`config.mk`:
```
export PLATFORM = sky130hd
export DESIGN_NAME = mem_arbiter
export DESIGN_NICKNAME = d
export VERILOG_FILES = /design/src/rtl/mem_pkg.sv /design/src/rtl/mem_arbiter_rr_arb2.sv /design/src/rtl/mem_arbiter.sv
export SDC_FILE = /design/constraint.sdc
export NUM_CORES = 1
export LEC_CHECK = 0
export ABC_CLOCK_PERIOD_IN_PS = 3900
export CORE_AREA = 2 2 366 368
export CTS_CLUSTER_DIAMETER = 80
export DETAILED_ROUTE_END_ITERATION = 10
export DIE_AREA = 0 0 368 370
export PLACE_DENSITY = 0.3
export SLEW_MARGIN = 20
export SYNTH_ARGS = -nofsm -noshare
export SYNTH_HDL_FRONTEND = slang
export SYNTH_HIERARCHICAL = 1
export SYNTH_SLANG_ARGS = --single-unit
```
`constraint.sdc`:
```
create_clock -name clk -period 3.9 [get_ports clk]
set_input_delay 0.78 -clock clk [delete_from_list [all_inputs] [get_ports clk]]
set_output_delay 0.78 -clock clk [all_outputs]
set_load 0.01 [all_outputs]
```
`src/rtl/mem_pkg.sv`:
```
// Shared memory-channel constants and the write-burst state encoding used by
// the instruction/data-cache arbiter in front of backup memory.
package mem_pkg;
   localparam int MEM_ADDR_BITS = 28;
   localparam int MEM_DATA_BITS = 128;
   localparam int MEM_TAG_BITS  = 5;
   localparam int BEATS         = 4;
   localparam int BEAT_BITS     = $clog2(BEATS);

   typedef enum logic {
      IDLE  = 1'b0,
      WDATA = 1'b1
   } arb_state_e;
endpackage

```
`src/rtl/mem_arbiter_rr_arb2.sv`:
```
// Two-input round-robin grant; the pointer records the last granted port and
// only moves when the granted request actually completes a handshake.
module rr_arb2 (
   input  logic clk,
   input  logic reset,
   input  logic req0_i,
   input  logic req1_i,
   input  logic adv_i,
   output logic gnt0_o,
   output logic gnt1_o
);
   logic rr_last_q, rr_last_d;

   // On a tie the port that did not win last time takes the slot.
   always_comb begin
      gnt1_o    = req1_i & (~req0_i | ~rr_last_q);
      gnt0_o    = req0_i & ~gnt1_o;
      rr_last_d = rr_last_q;
      if (adv_i) begin
         rr_last_d = gnt1_o;
      end
   end

   always_ff @(posedge clk) begin
      if (!reset) begin
         rr_last_q <= 1'b1;
      end else begin
         rr_last_q <= rr_last_d;
      end
   end
endmodule

```
`src/rtl/mem_arbiter.sv`:
```
// Shares one memory request channel between the I-cache refill port (0) and
// the D-cache port (1); write data is locked to the writer for a full line.
module mem_arbiter
   import mem_pkg::*;
(
   input  logic                        clk,
   input  logic                        reset,
   input  logic                        p0_req_valid,
   output logic                        p0_req_ready,
   input  logic                        p0_req_rw,
   input  logic [MEM_ADDR_BITS-1:0]    p0_req_addr,
   input  logic [MEM_TAG_BITS-2:0]     p0_req_tag,
   input  logic                        p0_req_data_valid,
   output logic                        p0_req_data_ready,
   input  logic [MEM_DATA_BITS-1:0]    p0_req_data_bits,
   input  logic [MEM_DATA_BITS/8-1:0]  p0_req_data_mask,
   output logic                        p0_resp_valid,
   output logic [MEM_TAG_BITS-2:0]     p0_resp_tag,
   output logic [MEM_DATA_BITS-1:0]    p0_resp_data,
   input  logic                        p1_req_valid,
   output logic                        p1_req_ready,
   input  logic                        p1_req_rw,
   input  logic [MEM_ADDR_BITS-1:0]    p1_req_addr,
   input  logic [MEM_TAG_BITS-2:0]     p1_req_tag,
   input  logic                        p1_req_data_valid,
   output logic                        p1_req_data_ready,
   input  logic [MEM_DATA_BITS-1:0]    p1_req_data_bits,
   input  logic [MEM_DATA_BITS/8-1:0]  p1_req_data_mask,
   output logic                        p1_resp_valid,
   output logic [MEM_TAG_BITS-2:0]     p1_resp_tag,
   output logic [MEM_DATA_BITS-1:0]    p1_resp_data,
   output logic                        mem_req_valid,
   input  logic                        mem_req_ready,
   output logic                        mem_req_rw,
   output logic [MEM_ADDR_BITS-1:0]    mem_req_addr,
   output logic [MEM_TAG_BITS-1:0]     mem_req_tag,
   output logic                        mem_req_data_valid,
   input  logic                        mem_req_data_ready,
   output logic [MEM_DATA_BITS-1:0]    mem_req_data_bits,
   output logic [MEM_DATA_BITS/8-1:0]  mem_req_data_mask,
   output logic [BEAT_BITS-1:0]        mem_req_data_offset,
   input  logic                        mem_resp_valid,
   input  logic [MEM_TAG_BITS-1:0]     mem_resp_tag,
   input  logic [MEM_DATA_BITS-1:0]    mem_resp_data
);
   arb_state_e             state_q, state_d;
   logic [BEAT_BITS-1:0]   beat_cnt_q, beat_cnt_d;
   logic                   wr_owner_q, wr_owner_d;

   logic in_idle, in_wdata;
   logic gnt0, gnt1;
   logic req_hs, data_hs;

   // While reset is held low every handshake output is forced inactive.
   assign in_idle  = reset & (state_q == IDLE);
   assign in_wdata = reset & (state_q == WDATA);

   rr_arb2 u_rr (
      .clk    (clk),
      .reset  (reset),
      .req0_i (p0_req_valid & in_idle),
      .req1_i (p1_req_valid & in_idle),
      .adv_i  (req_hs),
      .gnt0_o (gnt0),
      .gnt1_o (gnt1)
   );

   always_comb begin
      mem_req_valid = gnt0 | gnt1;
      mem_req_rw    = gnt1 ? p1_req_rw   : p0_req_rw;
      mem_req_addr  = gnt1 ? p1_req_addr : p0_req_addr;
      mem_req_tag   = {gnt1, (gnt1 ? p1_req_tag : p0_req_tag)};
      p0_req_ready  = mem_req_ready & gnt0;
      p1_req_ready  = mem_req_ready & gnt1;
      req_hs        = mem_req_valid & mem_req_ready;
   end

   always_comb begin
      mem_req_data_valid  = in_wdata & (wr_owner_q ? p1_req_data_valid : p0_req_data_valid);
      mem_req_data_bits   = wr_owner_q ? p1_req_data_bits : p0_req_data_bits;
      mem_req_data_mask   = wr_owner_q ? p1_req_data_mask : p0_req_data_mask;
      mem_req_data_offset = beat_cnt_q;
      p0_req_data_ready   = in_wdata & ~wr_owner_q & mem_req_data_ready;
      p1_req_data_ready   = in_wdata &  wr_owner_q & mem_req_data_ready;
      data_hs             = mem_req_data_valid & mem_req_data_ready;
   end

   // Tag MSB selects the port; the remaining bits are the requester's own tag.
   always_comb begin
      p0_resp_valid = reset & mem_resp_valid & ~mem_resp_tag[MEM_TAG_BITS-1];
      p1_resp_valid = reset & mem_resp_valid &  mem_resp_tag[MEM_TAG_BITS-1];
      p0_resp_tag   = mem_resp_tag[MEM_TAG_BITS-2:0];
      p1_resp_tag   = mem_resp_tag[MEM_TAG_BITS-2:0];
      p0_resp_data  = mem_resp_data;
      p1_resp_data  = mem_resp_data;
   end

   always_comb begin
      state_d    = state_q;
      beat_cnt_d = beat_cnt_q;
      wr_owner_d = wr_owner_q;
      unique case (state_q)
         IDLE: begin
            if (req_hs && mem_req_rw) begin
               state_d    = WDATA;
               wr_owner_d = gnt1;
               beat_cnt_d = '0;
            end
         end
         WDATA: begin
            if (data_hs) begin
               beat_cnt_d = beat_cnt_q + 1'b1;
               if (beat_cnt_q == BEAT_BITS'(BEATS - 1)) begin
                  state_d = IDLE;
               end
            end
         end
         default: state_d = IDLE;
      endcase
   end

   always_ff @(posedge clk) begin
      if (!reset) begin
         state_q    <= IDLE;
         beat_cnt_q <= '0;
         wr_owner_q <= 1'b0;
      end else begin
         state_q    <= state_d;
         beat_cnt_q <= beat_cnt_d;
         wr_owner_q <= wr_owner_d;
      end
   end
endmodule

```
[Yosys cells after proc, flatten, opt, wreduce, memory -nomap -nowiden]
Index checks and enable logic that the tools add are counted.
Widths: inputs -> output; s select.
Word-level totals
  input port bits: 496
  logic and storage cells: 50
  flip-flop bits (word level): 5
Cells by class
  $add $sub $neg: 1
  equality and inequality tests: 3
  reductions and logical operators: 3
  mux-type cells: 13
  bitwise gates (word level): 26
Operators by type and width (count)
  $mux 128: 1
  $mux 28: 1
  $and 1x1->1: 18
  $mux 16: 1
  $not 1->1: 6
  $mux 1: 5
  $mux 2: 2
  $mux 4: 1
  $ne 2x1->1 const B: 2
  $pmux 2 s2: 1
  $reduce_and 2->1: 2
  $add 2x1->2 const B: 1
  $eq 2x2->1 const B: 1
  $or 1x1->1: 2
  $pmux 1 s2: 1
  $logic_and 1x1->1: 1

[Longest topological paths before layout]
  word-level depth: 13
  depth in mapped cells: 9
  mapped depth without buffers: 7

[Hierarchy]
The synthesis kept the hierarchy.
Modules (own cells, without submodules)
  mem_arbiter: area each 4398.0 um^2, seq. area each 80.1 um^2, cells each 503, instances 1
  rr_arb2: area each 57.6 um^2, seq. area each 20.0 um^2, cells each 7, instances 1

[Least setup slack after synthesis]
No wires, ideal clock.
  kind: in2out
  start point: input port reset
  end point: output port mem_req_addr[10]
  buffers on the path: 3
  slack: 0.829 ns
  stages on the path: 7
  arrival time: 2.291 ns
  path through: buf_2 -> nor2b_1 -> and2_1 -> a21boi_1 -> buf_2 -> buf_2 -> mux2_2
Between the ends
  word-level cells in the longest chain between the ends: 6
RTL lines
  from (decl): line mem_arbiter.sv:7  | input logic reset,
  $and 1x1->1 (*): line mem_arbiter.sv:55  | assign in_idle = reset & (state_q == IDLE);
  $and 1x1->1: line mem_arbiter.sv:61  | .req0_i (p0_req_valid & in_idle),
  $not 1->1: line mem_arbiter_rr_arb2.sv:16  | gnt1_o = req1_i & (~req0_i | ~rr_last_q);
  $or 1x1->1: line mem_arbiter_rr_arb2.sv:16
  $and 1x1->1 (*): line mem_arbiter_rr_arb2.sv:16
  via gnt1: line mem_arbiter.sv:51  | logic gnt0, gnt1;
  $mux 28 (*): line mem_arbiter.sv:71  | mem_req_addr = gnt1 ? p1_req_addr : p0_req_addr;
  to (decl): line mem_arbiter.sv:35  | output logic [MEM_ADDR_BITS-1:0] mem_req_addr,
The timed path passes the listed nets; every way through them passes the cells marked *.

[Worst setup path in the final report]
  start point: input port reset
  end point: output port mem_req_addr[3]
Between the ends
  word-level cells in the longest chain between the ends: 6
RTL lines (line)
  $and 1x1->1 (*): mem_arbiter.sv:55
  $and 1x1->1: mem_arbiter.sv:61
  $not 1->1: mem_arbiter_rr_arb2.sv:16
  $or 1x1->1: mem_arbiter_rr_arb2.sv:16
  $and 1x1->1 (*): mem_arbiter_rr_arb2.sv:16
  $mux 28 (*): mem_arbiter.sv:71
Every way passes the cells marked *; elsewhere a longest branch is shown, timed or not.

==> summary.txt <==
Outcome
  – Status: finished clean

Cells and area
  – Commonest non-fill, non-tap cell in the layout: clkdlybuf4s50_1
  – Final Util: 0.0780
  – Layout area overhead: 132%
  – Most frequent cells in the layout: clkdlybuf4s50_1, mux2_2, buf_4, nand2_1, nor2_1
  – Nets: 1289
  – Fraction of layout cells with a size suffix above 1: 0.253

Detailed routing
  – Routed WL per cell: 22.2 µm
  – # DRC: 0
  – ANT nets after route: 0
  – Drt initial violations: 128
  – Total Wirelength: 56900 µm
  – Vias per cell: 1.94
  – First-pass DRT Iterations: 4
  – Routed vias: 4975

Worst setup path
  – Critical Path End Type: primary output
  – WS Path Type: in2out
  – Slowest cell delay on critical path: 0.48 ns
  – Critical path, cell by cell: dlygate4sd2_1 -> nor2b_2 -> and2_1 -> a21boi_4 -> bufbuf_16 -> mux2_2 -> clkdlybuf4s50_1
  – Max FO, Critical Path: 18
  – Crit-path slowest cell: clkdlybuf4s50_1
  – CP Launch Type: input port
  – Required time of the critical path: 3.12 ns
  – CP arrival: 2.95 ns

Clock tree
  – CTS Root Cell: clkbuf_16
  – Htree depth: 1
  – Clock Sinks: 5
  – Post-CTS Setup Bufs: 0
  – Hold Buf Count CTS: 0
  – TritonCTS Buffers: 3
  – Clock Latency Late Sink: 0.24 ns
  – Clock buffer depth: 2
  – CTS clk-pin slew, worst paths: 0.04 ns
  – CTS tree: yes

Flow run
  – Maxcap violations: 0

Yosys
  – Register area share after synthesis: 0.0225
  – Syn Inst Count: 510
  – Post-Syn Area: 0.00446 mm²
  – Synth unique cells: 26
  – Ys Warns: 6
  – Syn_area_per_cell: 8.74 µm²
  – Yosys reg bits: 5
  – Post-Syn Nets: 1007

Floorplan
  – Core ar.: 0.132 mm²
  – # rows: 134
  – DIE AREA: 0.136 mm²
  – Initial core utilization: 0.0336
  – I/O pin count: 948
  – Die width: 368 µm
  – Die Y: 370 µm

Placed design
  – GP Congestion: 0.800
  – DP HPWL: 53700 µm
  – Port-buffer cells: 551
  – Dpl ws: 0.0153 ns

STA
  – Hold Fails Final Rpt: 0
  – Period utilization: 0.957
  – Final setup viols: 0
  – Final Skew: 0.00282 ns
  – Setup TNS: 0 ns
  – Fmax: 268 MHz
  – Rel. slew slack: 0.652
  – Slew Limit Fails: 0
  – Worst setup margin: 0.168 ns
  – Post-layout min period: 3.73 ns
  – RSZ-0062 raised after global routing: no
  – Worst-Margin Slew: 0.522 ns

Pwr
  – Pwr dens: 118 mW/mm²
  – Leak: 3.07 nW
  – Worst VDD drop: 0.0000934 V

Global routing
  – Total Routing Usage GR: 0.0787
  – Largest net degree at the start of global routing: 59
  – Vias in the first global route: 5457
  – First-pass GRT wire length: 67700 µm
  – Initial antenna violation count: 66
  – Grt total ovfl: 0

Worst hold path
  – Hold Path Class: reg2reg
## flip-flops by register name, indices dropped and copies added, names as in the netlist
register and count:
mem_req_data_offset 2, state_q 1, u_rr/rr_last_q 1, wr_owner_q 1
## cell families after synthesis
| family | count (synthesis) | share of synthesized area |
|---|---|---|
| buf+inv | 290 | 0.481 |
| flops | 5 | 0.0225 |
| fa+ha+maj | 1 | 0.00281 |
| simple gates | 28 | 0.0329 |
| compound gates | 9 | 0.0140 |
| mux | 177 | 0.447 |
## worst max-delay path, delay by kind of cell
family / cells / cell delay [ns]
buffers and inverters: 3 / 1.13
AO/OA/AOI/OAI: 1 / 0.28
AND/OR/NAND/NOR: 2 / 0.39
multiplexers: 1 / 0.35
## report_power, final
group          total, mW  switching (mW)  internal (mW)
combinational      0.980           0.311          0.669
sequential        0.0612         0.00806         0.0531
clock              0.180          0.0452          0.135
total               1.22           0.364          0.857
## cell usage after synthesis (all sizes together)
cell type	count	area [µm²]
nand2	7	26.3
and2	4	25.0
or2	2	12.5
or3	2	12.5
nor3b	1	7.51
nor2b	2	12.5
a211o	1	8.76
mux2	176	1980
o2bb2ai	1	8.76
and3	1	6.26
dfxtp	5	100
a21oi	1	5.00
a21boi	2	15.0
nand4	1	6.26
mux2i	1	10.0
inv	4	15.0
nor2	5	18.8
ha	1	12.5
o21ai	2	10.0
nand3b	1	7.51
buf	286	2130
nand3	1	5.00
o31ai	2	15.0
nand2b	1	6.26
## final timing paths
path	startpoint	end	slack, ns	cells after the start
max	reset	mem_req_addr[3]	0.17	7
min	mem_req_data_offset[1]	mem_req_data_offset[1]	0.51	2
max reg2reg	state_q	wr_owner_q	1.53	8
min reg2reg	mem_req_data_offset[1]	mem_req_data_offset[1]	0.51	2
## through the flow
| stage | cell area (µm²) | power, mW | std cells | hold WS [ns] |
|---|---|---|---|---|
| after floorplan | 4460 | 0.601 | 510 | 0.485 |
| after global routing | 10300 | 1.29 | 2561 | 0.558 |
| after detailed placement | 10200 | 1.05 | 2554 | 0.498 |
| after CTS | 10300 | 1.25 | 2559 | 0.506 |
| final | 10300 | 1.22 | 2565 | 0.507 |
| after global placement | 10200 | 1.05 | 2554 | 0.479 |
## repair_timing
item	CTS	global route
resized for setup	1	1
gates cloned	1	0
setup endpoints to repair	1	15
hold endpoints to repair	0	0
## final cells by class
type	count	area (µm²)
fillers	15500	122000
repair buffers	563	5670
multi-input cells	215	2230
well taps	1768	2210
flip-flops and latches	5	104
clock buffers	3	75.1
inverters	4	15.0
diodes	6	15.0
clock inverters	1	5.00
## per-layer routing
layer  part of all wire  vias up  global-route usage
met2               0.43      781               0.122
met3               0.18      105              0.0576
li1                   -     2011                   -
met4              0.017        6             0.00887
met1               0.38     2072              0.0881
met5             0.0048        -              0.0136
(Power assumes the default switching activity.)
